## src/rtl/wb_stream_bridge.sv

```systemverilog
// Wishbone classic slave bridging CTRL/DATA/STAT/LEVEL registers to a TX and an RX byte stream,
// each buffered by a small FIFO. Assumes WB_DATA_WIDTH >= 8 and FIFO_DEPTH a power of two.
module wb_stream_bridge #(
  parameter int WB_ADDR_WIDTH = 2,
  parameter int WB_DATA_WIDTH = 8,
  parameter int FIFO_DEPTH    = 8
) (
  input  logic                     clk_i,
  input  logic                     rst_i,
  input  logic                     cyc_i,
  input  logic                     stb_i,
  input  logic                     we_i,
  input  logic [WB_ADDR_WIDTH-1:0] adr_i,
  input  logic [WB_DATA_WIDTH-1:0] dat_i,
  output logic                     ack_o,
  output logic [WB_DATA_WIDTH-1:0] dat_o,
  output logic                     irq_o,
  output logic                     tx_valid_o,
  input  logic                     tx_ready_i,
  output logic [WB_DATA_WIDTH-1:0] tx_data_o,
  input  logic                     rx_valid_i,
  output logic                     rx_ready_o,
  input  logic [WB_DATA_WIDTH-1:0] rx_data_i
);

  localparam int PW = (FIFO_DEPTH > 1) ? $clog2(FIFO_DEPTH) : 1;
  localparam int CW = PW + 1;
  localparam logic [CW-1:0] DEPTH_C = CW'(FIFO_DEPTH);

  localparam logic [1:0] ADR_CTRL  = 2'd0;
  localparam logic [1:0] ADR_DATA  = 2'd1;
  localparam logic [1:0] ADR_STAT  = 2'd2;
  localparam logic [1:0] ADR_LEVEL = 2'd3;

  logic                     ack_reg, irq_reg, en_reg, irq_en_reg, tx_ovf_reg, rx_udf_reg;
  logic                     irq_next, en_next, irq_en_next, tx_ovf_next, rx_udf_next;
  logic [WB_DATA_WIDTH-1:0] dat_reg, dat_next;
  logic [PW-1:0]            tx_wr_ptr_reg, tx_rd_ptr_reg, rx_wr_ptr_reg, rx_rd_ptr_reg;
  logic [PW-1:0]            tx_wr_ptr_next, tx_rd_ptr_next, rx_wr_ptr_next, rx_rd_ptr_next;
  logic [CW-1:0]            tx_count_reg, rx_count_reg, tx_count_next, rx_count_next;

  logic [WB_DATA_WIDTH-1:0] tx_mem [FIFO_DEPTH];
  logic [WB_DATA_WIDTH-1:0] rx_mem [FIFO_DEPTH];

  logic       bus_req, wr_req, rd_req, sel_data;
  logic       tx_full, tx_empty, rx_full, rx_empty;
  logic       flush, tx_push, tx_pop, rx_push, rx_pop;
  logic [7:0] rdata;

  // A request only counts on the cycle that will raise ack; all side effects key off it.
  assign bus_req  = cyc_i & stb_i & ~ack_reg;
  assign wr_req   = bus_req & we_i;
  assign rd_req   = bus_req & ~we_i;
  assign sel_data = (adr_i[1:0] == ADR_DATA);

  assign tx_full  = (tx_count_reg == DEPTH_C);
  assign tx_empty = (tx_count_reg == '0);
  assign rx_full  = (rx_count_reg == DEPTH_C);
  assign rx_empty = (rx_count_reg == '0);

  assign flush   = wr_req & (adr_i[1:0] == ADR_CTRL) & dat_i[5];
  assign tx_push = wr_req & sel_data & ~tx_full;
  assign tx_pop  = tx_valid_o & tx_ready_i & ~flush;
  assign rx_push = rx_valid_i & rx_ready_o & ~flush;
  assign rx_pop  = rd_req & sel_data & ~rx_empty;

  assign tx_valid_o = en_reg & ~tx_empty;
  assign rx_ready_o = en_reg & ~rx_full;
  assign tx_data_o  = tx_mem[tx_rd_ptr_reg];
  assign ack_o      = ack_reg;
  assign dat_o      = dat_reg;
  assign irq_o      = irq_reg;

  always_comb begin
    en_next     = en_reg;
    irq_en_next = irq_en_reg;
    tx_ovf_next = tx_ovf_reg;
    rx_udf_next = rx_udf_reg;
    if (wr_req && adr_i[1:0] == ADR_CTRL) begin
      en_next     = dat_i[7];
      irq_en_next = dat_i[6];
    end
    if (wr_req && sel_data && tx_full) tx_ovf_next = 1'b1;
    if (rd_req && sel_data && rx_empty) rx_udf_next = 1'b1;
    if (wr_req && adr_i[1:0] == ADR_LEVEL) begin
      if (dat_i[3]) tx_ovf_next = 1'b0;
      if (dat_i[2]) rx_udf_next = 1'b0;
    end

    tx_wr_ptr_next = flush ? '0 : tx_wr_ptr_reg + PW'(tx_push);
    tx_rd_ptr_next = flush ? '0 : tx_rd_ptr_reg + PW'(tx_pop);
    tx_count_next  = flush ? '0 : tx_count_reg + CW'(tx_push) - CW'(tx_pop);
    rx_wr_ptr_next = flush ? '0 : rx_wr_ptr_reg + PW'(rx_push);
    rx_rd_ptr_next = flush ? '0 : rx_rd_ptr_reg + PW'(rx_pop);
    rx_count_next  = flush ? '0 : rx_count_reg + CW'(rx_push) - CW'(rx_pop);

    rdata = 8'h00;
    case (adr_i[1:0])
      ADR_CTRL:  rdata = {en_reg, irq_en_reg, 6'b0};
      ADR_DATA:  rdata = rx_empty ? 8'h00 : 8'(rx_mem[rx_rd_ptr_reg]);
      ADR_STAT:  rdata = {tx_full, tx_empty, rx_full, rx_empty, tx_ovf_reg, rx_udf_reg, 1'b0, irq_reg};
      default:   rdata = {4'(tx_count_reg), 4'(rx_count_reg)};
    endcase
    dat_next = rd_req ? WB_DATA_WIDTH'(rdata) : '0;

    // Computed from registered causes, so irq trails a cause change by one cycle.
    irq_next = irq_en_reg & (~rx_empty | tx_ovf_reg | rx_udf_reg);
  end

  always_ff @(posedge clk_i or posedge rst_i) begin
    if (rst_i) begin
      ack_reg       <= 1'b0;
      dat_reg       <= '0;
      irq_reg       <= 1'b0;
      en_reg        <= 1'b0;
      irq_en_reg    <= 1'b0;
      tx_ovf_reg    <= 1'b0;
      rx_udf_reg    <= 1'b0;
      tx_wr_ptr_reg <= '0;
      tx_rd_ptr_reg <= '0;
      tx_count_reg  <= '0;
      rx_wr_ptr_reg <= '0;
      rx_rd_ptr_reg <= '0;
      rx_count_reg  <= '0;
    end else begin
      ack_reg       <= bus_req;
      dat_reg       <= dat_next;
      irq_reg       <= irq_next;
      en_reg        <= en_next;
      irq_en_reg    <= irq_en_next;
      tx_ovf_reg    <= tx_ovf_next;
      rx_udf_reg    <= rx_udf_next;
      tx_wr_ptr_reg <= tx_wr_ptr_next;
      tx_rd_ptr_reg <= tx_rd_ptr_next;
      tx_count_reg  <= tx_count_next;
      rx_wr_ptr_reg <= rx_wr_ptr_next;
      rx_rd_ptr_reg <= rx_rd_ptr_next;
      rx_count_reg  <= rx_count_next;
    end
  end

  // FIFO storage carries no reset; occupancy is tracked by the pointers and counts alone.
  always_ff @(posedge clk_i) begin
    if (tx_push) tx_mem[tx_wr_ptr_reg] <= dat_i;
    if (rx_push) rx_mem[rx_wr_ptr_reg] <= rx_data_i;
  end

endmodule

```

## config.mk

```make
export PLATFORM = sky130hd
export DESIGN_NAME = wb_stream_bridge
export DESIGN_NICKNAME = d
export VERILOG_FILES = /design/src/rtl/wb_stream_bridge.sv
export SDC_FILE = /design/constraint.sdc
export NUM_CORES = 1
export LEC_CHECK = 0
export CAP_MARGIN = 20
export CORE_MARGIN = 4
export CORE_UTILIZATION = 45
export DETAILED_ROUTE_END_ITERATION = 6
export GPL_TIMING_DRIVEN = 1
export HOLD_SLACK_MARGIN = 0.1
export PLACE_DENSITY = 0.66
export SYNTH_ARGS = -nofsm -noshare
export SYNTH_HDL_FRONTEND = slang
export SYNTH_SLANG_ARGS = --single-unit
```

## constraint.sdc

```tcl
create_clock -name clk_i -period 2.8 [get_ports clk_i]
set_clock_uncertainty 0.05 [all_clocks]
set_input_delay 0.28 -clock clk_i [delete_from_list [all_inputs] [get_ports clk_i]]
set_output_delay 0.28 -clock clk_i [all_outputs]
set_load 0.005 [all_outputs]
```

---- After elaboration in Yosys (flattened, before gate mapping) ----
Memory sizes are Yosys's and may differ from the RTL's.
Index checks and enable logic that the tools add are counted.
word-level totals
  register bits after elaboration ......... 34
  RAM bits ................................ 128
  bits of input ports ..................... 25
  output and inout port bits .............. 20
  word-level logic and storage cells ...... 82
  memories ................................ 2
memories
  name    depth  bits a word  read ports  clocked after Yosys merged registers in  wr ports  RTL line  source
  rx_mem  8      8            1           0                                        1         43        logic [WB_DATA_WIDTH-1:0] rx_mem [FIFO_DEPTH];
  tx_mem  8      8            1           0                                        1         42        logic [WB_DATA_WIDTH-1:0] tx_mem [FIFO_DEPTH];
cells by class
  add/sub/neg operators ................... 8
  equal/unequal tests ..................... 5
  muxes and demuxes ....................... 19
  bitwise logic cells ..................... 26
  reduce and logical (&&, ||, !) cells .... 9
operator list
  kind                                                                    number
  8-bit case mux with 3 select lines                                      1
  1-bit bitwise AND                                                       17
  8-bit 2-to-1 mux                                                        2
  3-bit by 1-bit adder with 3-bit output                                  4
  3-bit 2-to-1 mux                                                        4
  1-bit 2-to-1 mux                                                        10
  4-bit by 1-bit adder with 4-bit output                                  2
  4-bit equality test (second input constant)                             2
  4-bit zero test                                                         2
  4-bit 2-to-1 mux                                                        2
  4-bit by 1-bit subtractor with 4-bit output                             2
  1-bit inverter                                                          7
  1-bit logical AND                                                       6
  2-bit equality test (second input constant)                             2
  2-bit by 1-bit equality test with 1-bit output (second input constant)  1
  2-bit zero test                                                         1
  1-bit OR                                                                2

---- Depth between registers and ports, before layout ----
Gate-level depths: netlist of the first run.
  word-level depth ........................ 10
  mapped depth ............................ 13
  mapped depth without buffers ............ 13

---- Worst setup path before layout of the first run ----
OpenSTA, ideal clock, no wires.
  path type ............................... register to register
  start point ............................. register rx_count_reg[2]
  end point ............................... register rx_count_reg[2]
  setup time .............................. 0.135 ns
  arrival ................................. 2.490 ns
  required time ........................... 2.615 ns
  slack ................................... 0.125 ns
  cell stages (with the launch flop) ...... 13
  buffers on the path ..................... 0
  clock period less this slack ............ 2.675 ns
  cell sequence ........................... dfrtp_1 > inv_1 > ha_1 > or3b_2 > and2_1 > nand2_1 > inv_1 > ha_1 > inv_1 > ha_1 > fa_1 > xnor2_1 > nor2_1
between the ends
  word-level cells in the longest chain between the ends .. 8
  elaborated cells on any way between the ends .. 11
  classes of those cells .................. 2 x add/sub; 1 x eq/ne; 1 x mux; 6 x bitwise; 1 x reduce/logical
ends and longest elaborated chain
  item                                           RTL line  source
  start: declaration                             40        logic [CW-1:0] tx_count_reg, rx_count_reg, tx_count_next, rx_count_next;
  start signal: assignment                       138       rx_count_reg <= rx_count_next;
  4-bit equality test                            58        assign rx_full = (rx_count_reg == DEPTH_C);
  1-bit inverter                                 68        assign rx_ready_o = en_reg & ~rx_full;
  1-bit bitwise AND                              68
  1-bit bitwise AND (2 in a row)                 64        assign rx_push = rx_valid_i & rx_ready_o & ~flush;
  4-bit by 1-bit adder with 4-bit output         95        rx_count_next = flush ? '0 : rx_count_reg + CW'(rx_push) - CW'(rx_pop);
  4-bit by 1-bit subtractor with 4-bit output *  95
  4-bit 2-to-1 mux *                             95
  net rx_count_next[2]                           40
Mark *: on every way through the listed nets, which the timed path passes. The rest lies on a longest branch.
A chain may end at the register's enable or synchronous reset.

---- Worst setup path after layout of the first run ----
  start point ............................. register tx_rd_ptr_reg[0]
  end point ............................... output tx_data_o[7]
between the ends
  word-level cells in the longest chain between the ends .. 1
ends and longest elaborated chain
  item                      RTL line  source
  start: declaration        38        logic [PW-1:0] tx_wr_ptr_reg, tx_rd_ptr_reg, rx_wr_ptr_reg, rx_rd_ptr_reg;
  start signal: assignment  134       tx_rd_ptr_reg <= tx_rd_ptr_next;
  memory 8 x 8 bit          -
  end: declaration          20        output logic [WB_DATA_WIDTH-1:0] tx_data_o,
No other way between the ends.

==> impl_metrics.ini, run 1 <==
[die]
die_area_sq_um = 17100
die_w_um = 131
pin_count = 45
num_rows = 44
initial_cell_density_of_the_core = 0.463
design.core.area_sq_um = 14600
die_y_um = 131

[timing]
grt_setup_unrepaired = false
min_period_over_period = 0.943
finalHoldViolations = 0
post_layout_minimum_cycle_time_ns = 2.64
timing.final.setup_violations = 0
max_clock_freq_mhz = 379
fin_tns_setup_ns = 0
worst_slew_margin_rel = 0.538
finalMaxSlewViolations = 0
worstMarginPinSlew_ns = 0.692

[routing]
drt-pass1-iter-count = 4
postRouteAntennaNets = 0
route.detailed.vias_per_inst = 5.39
detailedRoute.firstIterationViolations = 285
drt-total-wl_mm = 12.8
via_count = 3593
avgRoutedWirePerCell_um = 19.3
drc = 0

[clock_tree]
clk_transition_reported_paths_ns = 0.06
clock_tree.htree_level_count = 4
tritoncts_num_sinks = 162
cts_tree = yes
clkLatencyLatePin_ns = 0.42
cts-root-buf = sky130_fd_sc_hd__clkbuf_16
cts_max_path_buffers = 2
cts.hold.buffers_added = 0
postCtsSetupBuffers = 0
numCtsBuffers = 17

[synth]
synth_enable_flop_cells = 128
synth.ff_latch_count = 162
synthDominantAreaCellType = sky130_fd_sc_hd__edfxtp_1
synth.yosys.seq_area_share = 0.692
synth_top_flop_cell = sky130_fd_sc_hd__edfxtp_1
synth_cell_type_count = 41
post_synth.cell_area_avg_sq_um = 17.7
netlist_instances = 383
synth-async-reset-ratio = 0.210
yosys-top-cells-area = sky130_fd_sc_hd__edfxtp_1 (57%), sky130_fd_sc_hd__dfrtp_1 (13%), sky130_fd_sc_hd__mux4_1 (5.8%)
synthMostInstantiatedCell = sky130_fd_sc_hd__edfxtp_1
synth_fp_nets = 430
yosys.area.top_type_share = 0.567
yosys_warnings = 0
synth_area_sq_um = 6780
synth_commonest_cells = sky130_fd_sc_hd__edfxtp_1 (128), sky130_fd_sc_hd__dfrtp_1 (34), sky130_fd_sc_hd__nor2_1 (25), sky130_fd_sc_hd__ha_1 (20), sky130_fd_sc_hd__and2_1 (16)

[job]
maxCapViolations = 0

[placed_design]
instance_area_after_placement_sq_um = 7630
numPlacedInstances = 634
detailedPlacementHpwl_mm = 8.72
gp_routability_congestion = 0.851
placement.io_buffers = 44

[worst_setup_path]
crit_path_end_kind = primary output
r2r.worst_path.cells = 11
signal_arrival_time_at_the_worst_endpoint_ns = 2.31
crit_type = reg -> out
critPathMaxFanout = 17
crit_path_start_kind = flop
critPathRequiredTime_ns = 2.47

[grt]
grt_pass1_vias = 3747
grt_pass1_wl_mm = 20.3
antenna_found_initial = 0
global_route.usage.total = 0.166
global_route.overflow_total = 0
largest_net_degree_at_the_start_of_global_routing = 35

[finish]
drive_gt1_frac = 0.191
nFillCells = 1161
design.final.nets = 516
antenna-diode-count = 0
finalInstanceArea_sq_um = 8190
synthToLayoutAreaGrowth_pct = 20.8
multiInputGateArea_sq_um = 1950
register_area_sq_um = 4690
fin_util = 0.559
final_cell_count_no_fill = 666

[power]
power_density_nw_per_um2 = 847
power.leakage_nw = 3.00
worst_ir_drop_vdd_mv = 0.437

[status]
status = finished, final reports clean

[min_path]
hold_path_class = in -> async
report_power, final:
group	internal (mW)	leakage, nW	total (mW)	switching (mW)
Sequential	2.82	1.59	3.07	0.242
Clock	1.21	0.259	2.10	0.887
Combinational	1.04	1.16	1.77	0.735
layout by cell type (no fill, tap or decap), drive strengths merged, types with 2 or more instances in the layout:
master           n
o21ai            2
nand3            3
xnor2            8
and2            16
clkdlybuf4s50   44
nor3b            2
nor2            25
inv             17
buf             37
nand2b           6
o22ai            7
nor3             4
mux2            10
nor2b            7
a21boi           2
clkinvlp         2
o211ai           3
a21oi            7
nand2            7
ha              20
clkinv          10
edfxtp         128
fa               2
a21o             2
dfrtp           34
and3             2
a31oi            2
nand4            3
clkbuf          17
mux4            29
a22oi            3
mux2i           13
worst paths after layout:
| path | startpoint | endpoint | slack (ns) |
|---|---|---|---|
| max in group asynchronous | rst_i | tx_wr_ptr_reg[2] | 2.18 |
| hold reg to reg | irq_en_reg | irq_o | 0.54 |
| min in group clk_i | rx_data_i[5] | rx_mem[1][5] | 0.53 |
| setup / recovery | tx_rd_ptr_reg[0] | tx_data_o[7] | 0.16 |
| hold / removal | rst_i | rx_udf_reg | 0.21 |
| setup reg to reg | rx_count_reg[2] | rx_count_reg[1] | 0.20 |
critical path, cell delays in order, from the launching register on:
cell                              delay (ns)
sky130_fd_sc_hd__dfrtp_1                0.33
sky130_fd_sc_hd__buf_6                  0.22
sky130_fd_sc_hd__mux4_1                 0.59
sky130_fd_sc_hd__mux2_2                 0.30
sky130_fd_sc_hd__clkdlybuf4s50_1        0.45
area by class of cell:
class,instances,share of cell area
flip-flops and latches,162,0.573
inverters,15,0.00687
well taps,184,0.0281
multi-input cells,192,0.238
repair buffers,81,0.0881
clock inverters,15,0.0142
clock buffers,17,0.0519
stage by stage:
stage	setup slack (ns)	hold WS (ns)	total power, mW
after global placement	0.143	0.510	4.86
after global routing	0.0223	0.244	7.35
after floorplan	0.125	0.316	4.30
after detailed placement	0.0986	0.510	4.89
after CTS	0.0686	0.209	7.00
final	0.160	0.208	6.93
metal layers:
layer  track usage  vias up  wire length, um
met2         0.271       77             6390
met5             0        -                0
met1         0.211     1836             5760
met3        0.0484       13              534
met4        0.0647        0              157
li1              -     1667                -
kinds of logic after synthesis:
group           after synthesis  synth area share
fa+ha+maj                    22            0.0428
flops                       162             0.692
compound gates               30            0.0286
mux                          52             0.140
buf+inv                      29            0.0225
xor+xnor                      8            0.0103
simple gates                 80            0.0631
what timing repair did:
| item | in CTS | in global routing |
|---|---|---|
| endpoints found under the setup margin | 0 | 5 |
| hold endpoints to repair | 0 | 0 |
| resized for setup | 0 | 6 |
No activity file was read; power rests on OpenSTA's default activity.
==> run 2: changes to the inputs <==
- PLACE_DENSITY: 0.66 -> unset
- SLEW_MARGIN: unset -> 10
- TNS_END_PERCENT: unset -> 10
- clock period: 2.8 -> 2.5 ns (I/O delays scaled with it)
==> impl_metrics.ini, run 2 (synthesis gave the netlist of run 1 again) <==
[worst_setup_path]
crit_type = reg -> reg
worst_reg_to_reg_setup_slack_ns = -0.01
number_of_buffer_and_inverter_stages_on_the_critical_path = 3
crit_path_end_kind = flop
signal_arrival_time_at_the_worst_endpoint_ns = 2.77
r2r.worst_path.cells = 12
worst_r2r_startpoint = rx_count_reg[2]
cp_max_stage_delay_ns = 0.40
critPathRequiredTime_ns = 2.76
worst_path_top_cell_family_by_delay = adder cells
critPathMaxFanout = 2
crit_slowest_cell = sky130_fd_sc_hd__dfrtp_1
crit_path_start_kind = flop
critical_path.reg2reg.endpoint = rx_count_reg[2]
crit_chain = inv_2 > ha_1 > or3b_4 > and2_4 > nand2_4 > inv_1 > ha_1 > inv_1 > ha_2 > fa_1 > xnor2_1 > nor2_1

[clock_tree]
tritoncts_num_sinks = 162
clock_tree.htree_level_count = 4
cts.hold.buffers_added = 0
cts-root-buf = sky130_fd_sc_hd__clkbuf_16
cts_max_path_buffers = 2
cts_tree = yes
numCtsBuffers = 17
clk_transition_reported_paths_ns = 0.06
clkLatencyLatePin_ns = 0.42

[finish]
final_cell_mix = sky130_fd_sc_hd__edfxtp_1 (128), sky130_fd_sc_hd__buf_4 (53), sky130_fd_sc_hd__clkdlybuf4s50_1 (36)
finalInstanceArea_sq_um = 8450
antenna-diode-count = 0
design.final.nets = 534
drive_gt1_frac = 0.254
synthToLayoutAreaGrowth_pct = 24.6
fin_util = 0.577
layout.cells.most_common = sky130_fd_sc_hd__edfxtp_1

[grt]
global_route.usage.total = 0.174
grt_pass1_vias = 3879
antenna_found_initial = 0
largest_net_degree_at_the_start_of_global_routing = 35
grt_pass1_wl_mm = 21.6
global_route.overflow_total = 0

[routing]
route.detailed.vias_per_inst = 5.27
route.layer.met1.wl_mm = 6.11
postRouteAntennaNets = 0
drt-total-wl_mm = 13.7
detailedRoute.firstIterationViolations = 169
drt-pass1-iter-count = 4
avgRoutedWirePerCell_um = 20.0
via_count = 3603
top_layer = met4
drc = 0
met2_wirelength_mm = 6.92
met3RoutedLength_um = 518

[job]
maxCapViolations = 0

[timing]
worstMarginPinSlew_ns = 0.637
post-route-worst-setup-slack_ns = -0.0141
finalHoldViolations = 0
timing.final.setup_violations = 2
grt_setup_unrepaired = true
worst_slew_margin_rel = 0.576
whs_ns = 0.167
min_period_over_period = 1.01
finalMaxSlewViolations = 0
max_clock_freq_mhz = 398
post_layout_minimum_cycle_time_ns = 2.51

[status]
status = complete, but fails checks
failed_checks = negative setup slack

[power]
power.internal_mw = 6.05
power_density_nw_per_um2 = 983
switching_share = 0.272
post_route_total_power_mw = 8.31
clock_power_share = 0.319
power.share.combinational = 0.267
pwr-share-seq = 0.414
worst_ir_drop_vdd_mv = 0.569
switchingPower_mw = 2.26
power.leakage_nw = 3.21

[placed_design]
placement.io_buffers = 44
detailedPlacementHpwl_mm = 9.19
gp_routability_congestion = 0.778
instance_area_after_placement_sq_um = 7780
pre_cts_ws_ns = -0.0827

[min_path]
hold_path_class = in -> async

[die]
initial_cell_density_of_the_core = 0.463
die_y_um = 131
pin_count = 45
die_w_um = 131
num_rows = 44
die_area_sq_um = 17100
design.core.area_sq_um = 14600
## run 2: cell count changes in the layout (fill, tap and decap cells not counted), moves of 5 or more
cell                              change
sky130_fd_sc_hd__buf_4               +17
sky130_fd_sc_hd__clkdlybuf4s50_1      -8
sky130_fd_sc_hd__dlymetal6s2s_1       +8
sky130_fd_sc_hd__clkinv_1             -5
## run 2: how the worst max path moves through the flow
stage | end | startpoint | slack, ns | cells after the start
after global placement | tx_count_reg[2] | tx_count_reg[2] | -0.05 | 11
after detailed placement | tx_count_reg[2] | cyc_i | -0.08 | 10
final | rx_count_reg[2] | rx_count_reg[2] | -0.01 | 12
after global routing | rx_count_reg[2] | rx_count_reg[2] | -0.13 | 12
after CTS | tx_data_o[4] | tx_rd_ptr_reg[0] | -0.15 | 4
after floorplan | rx_count_reg[2] | rx_count_reg[2] | 0.03 | 12
## run 2: metrics by stage
step,cells,TNS (ns)
2_1_floorplan,383,0
3_3_place_gp,650,-0.111
3_5_place_dp,650,-0.342
4_1_cts,683,-1.12
5_1_grt,684,-0.450
6_report,684,-0.0254
## run 2: what timing repair did
action                     4_1_cts  5_1_grt
pin swaps                        1        4
hold endpoints to repair         0        0
setup endpoints to repair       13       15
gates cloned                     0        1
resized for setup                3       19
buffers inserted                 1        0
## run 2: power by group through the flow
stage	Sequential [mW]	Clock, mW	Combinational (mW)
global placement	3.47	0	2.13
detailed placement	3.48	0	2.18
floorplan	3.34	0	1.48
global route	3.48	2.83	2.45
CTS	3.44	2.70	2.21
finish	3.44	2.65	2.22
## run 2: tightest hold or removal path, stage by stage
cell and delay, ns:
sky130_fd_sc_hd__clkdlybuf4s50_1 0.39, sky130_fd_sc_hd__inv_1 0.05, sky130_fd_sc_hd__buf_4 0.38
## run 2: routing by layer
layer,up-vias,GRT usage
met2,68,0.293
li1,1694,-
met3,15,0.0431
met1,1826,0.226
met5,-,0
met4,0,0.0508
## run 2: cell type report
cell class | count | area, sq um
clock buffer | 17 | 425
clock inverter | 15 | 180
fill | 1108 | 6190
inverter | 15 | 56.3
multi-input combinational | 192 | 1960
sequential | 162 | 4700
tap | 184 | 230
timing repair buffer | 99 | 903
==> run 3: changes to the inputs <==
- CAP_MARGIN: 20 -> 10
==> results of run 3 <==
Same layout as run 2: the final DEF is identical, and so are final timing and power.
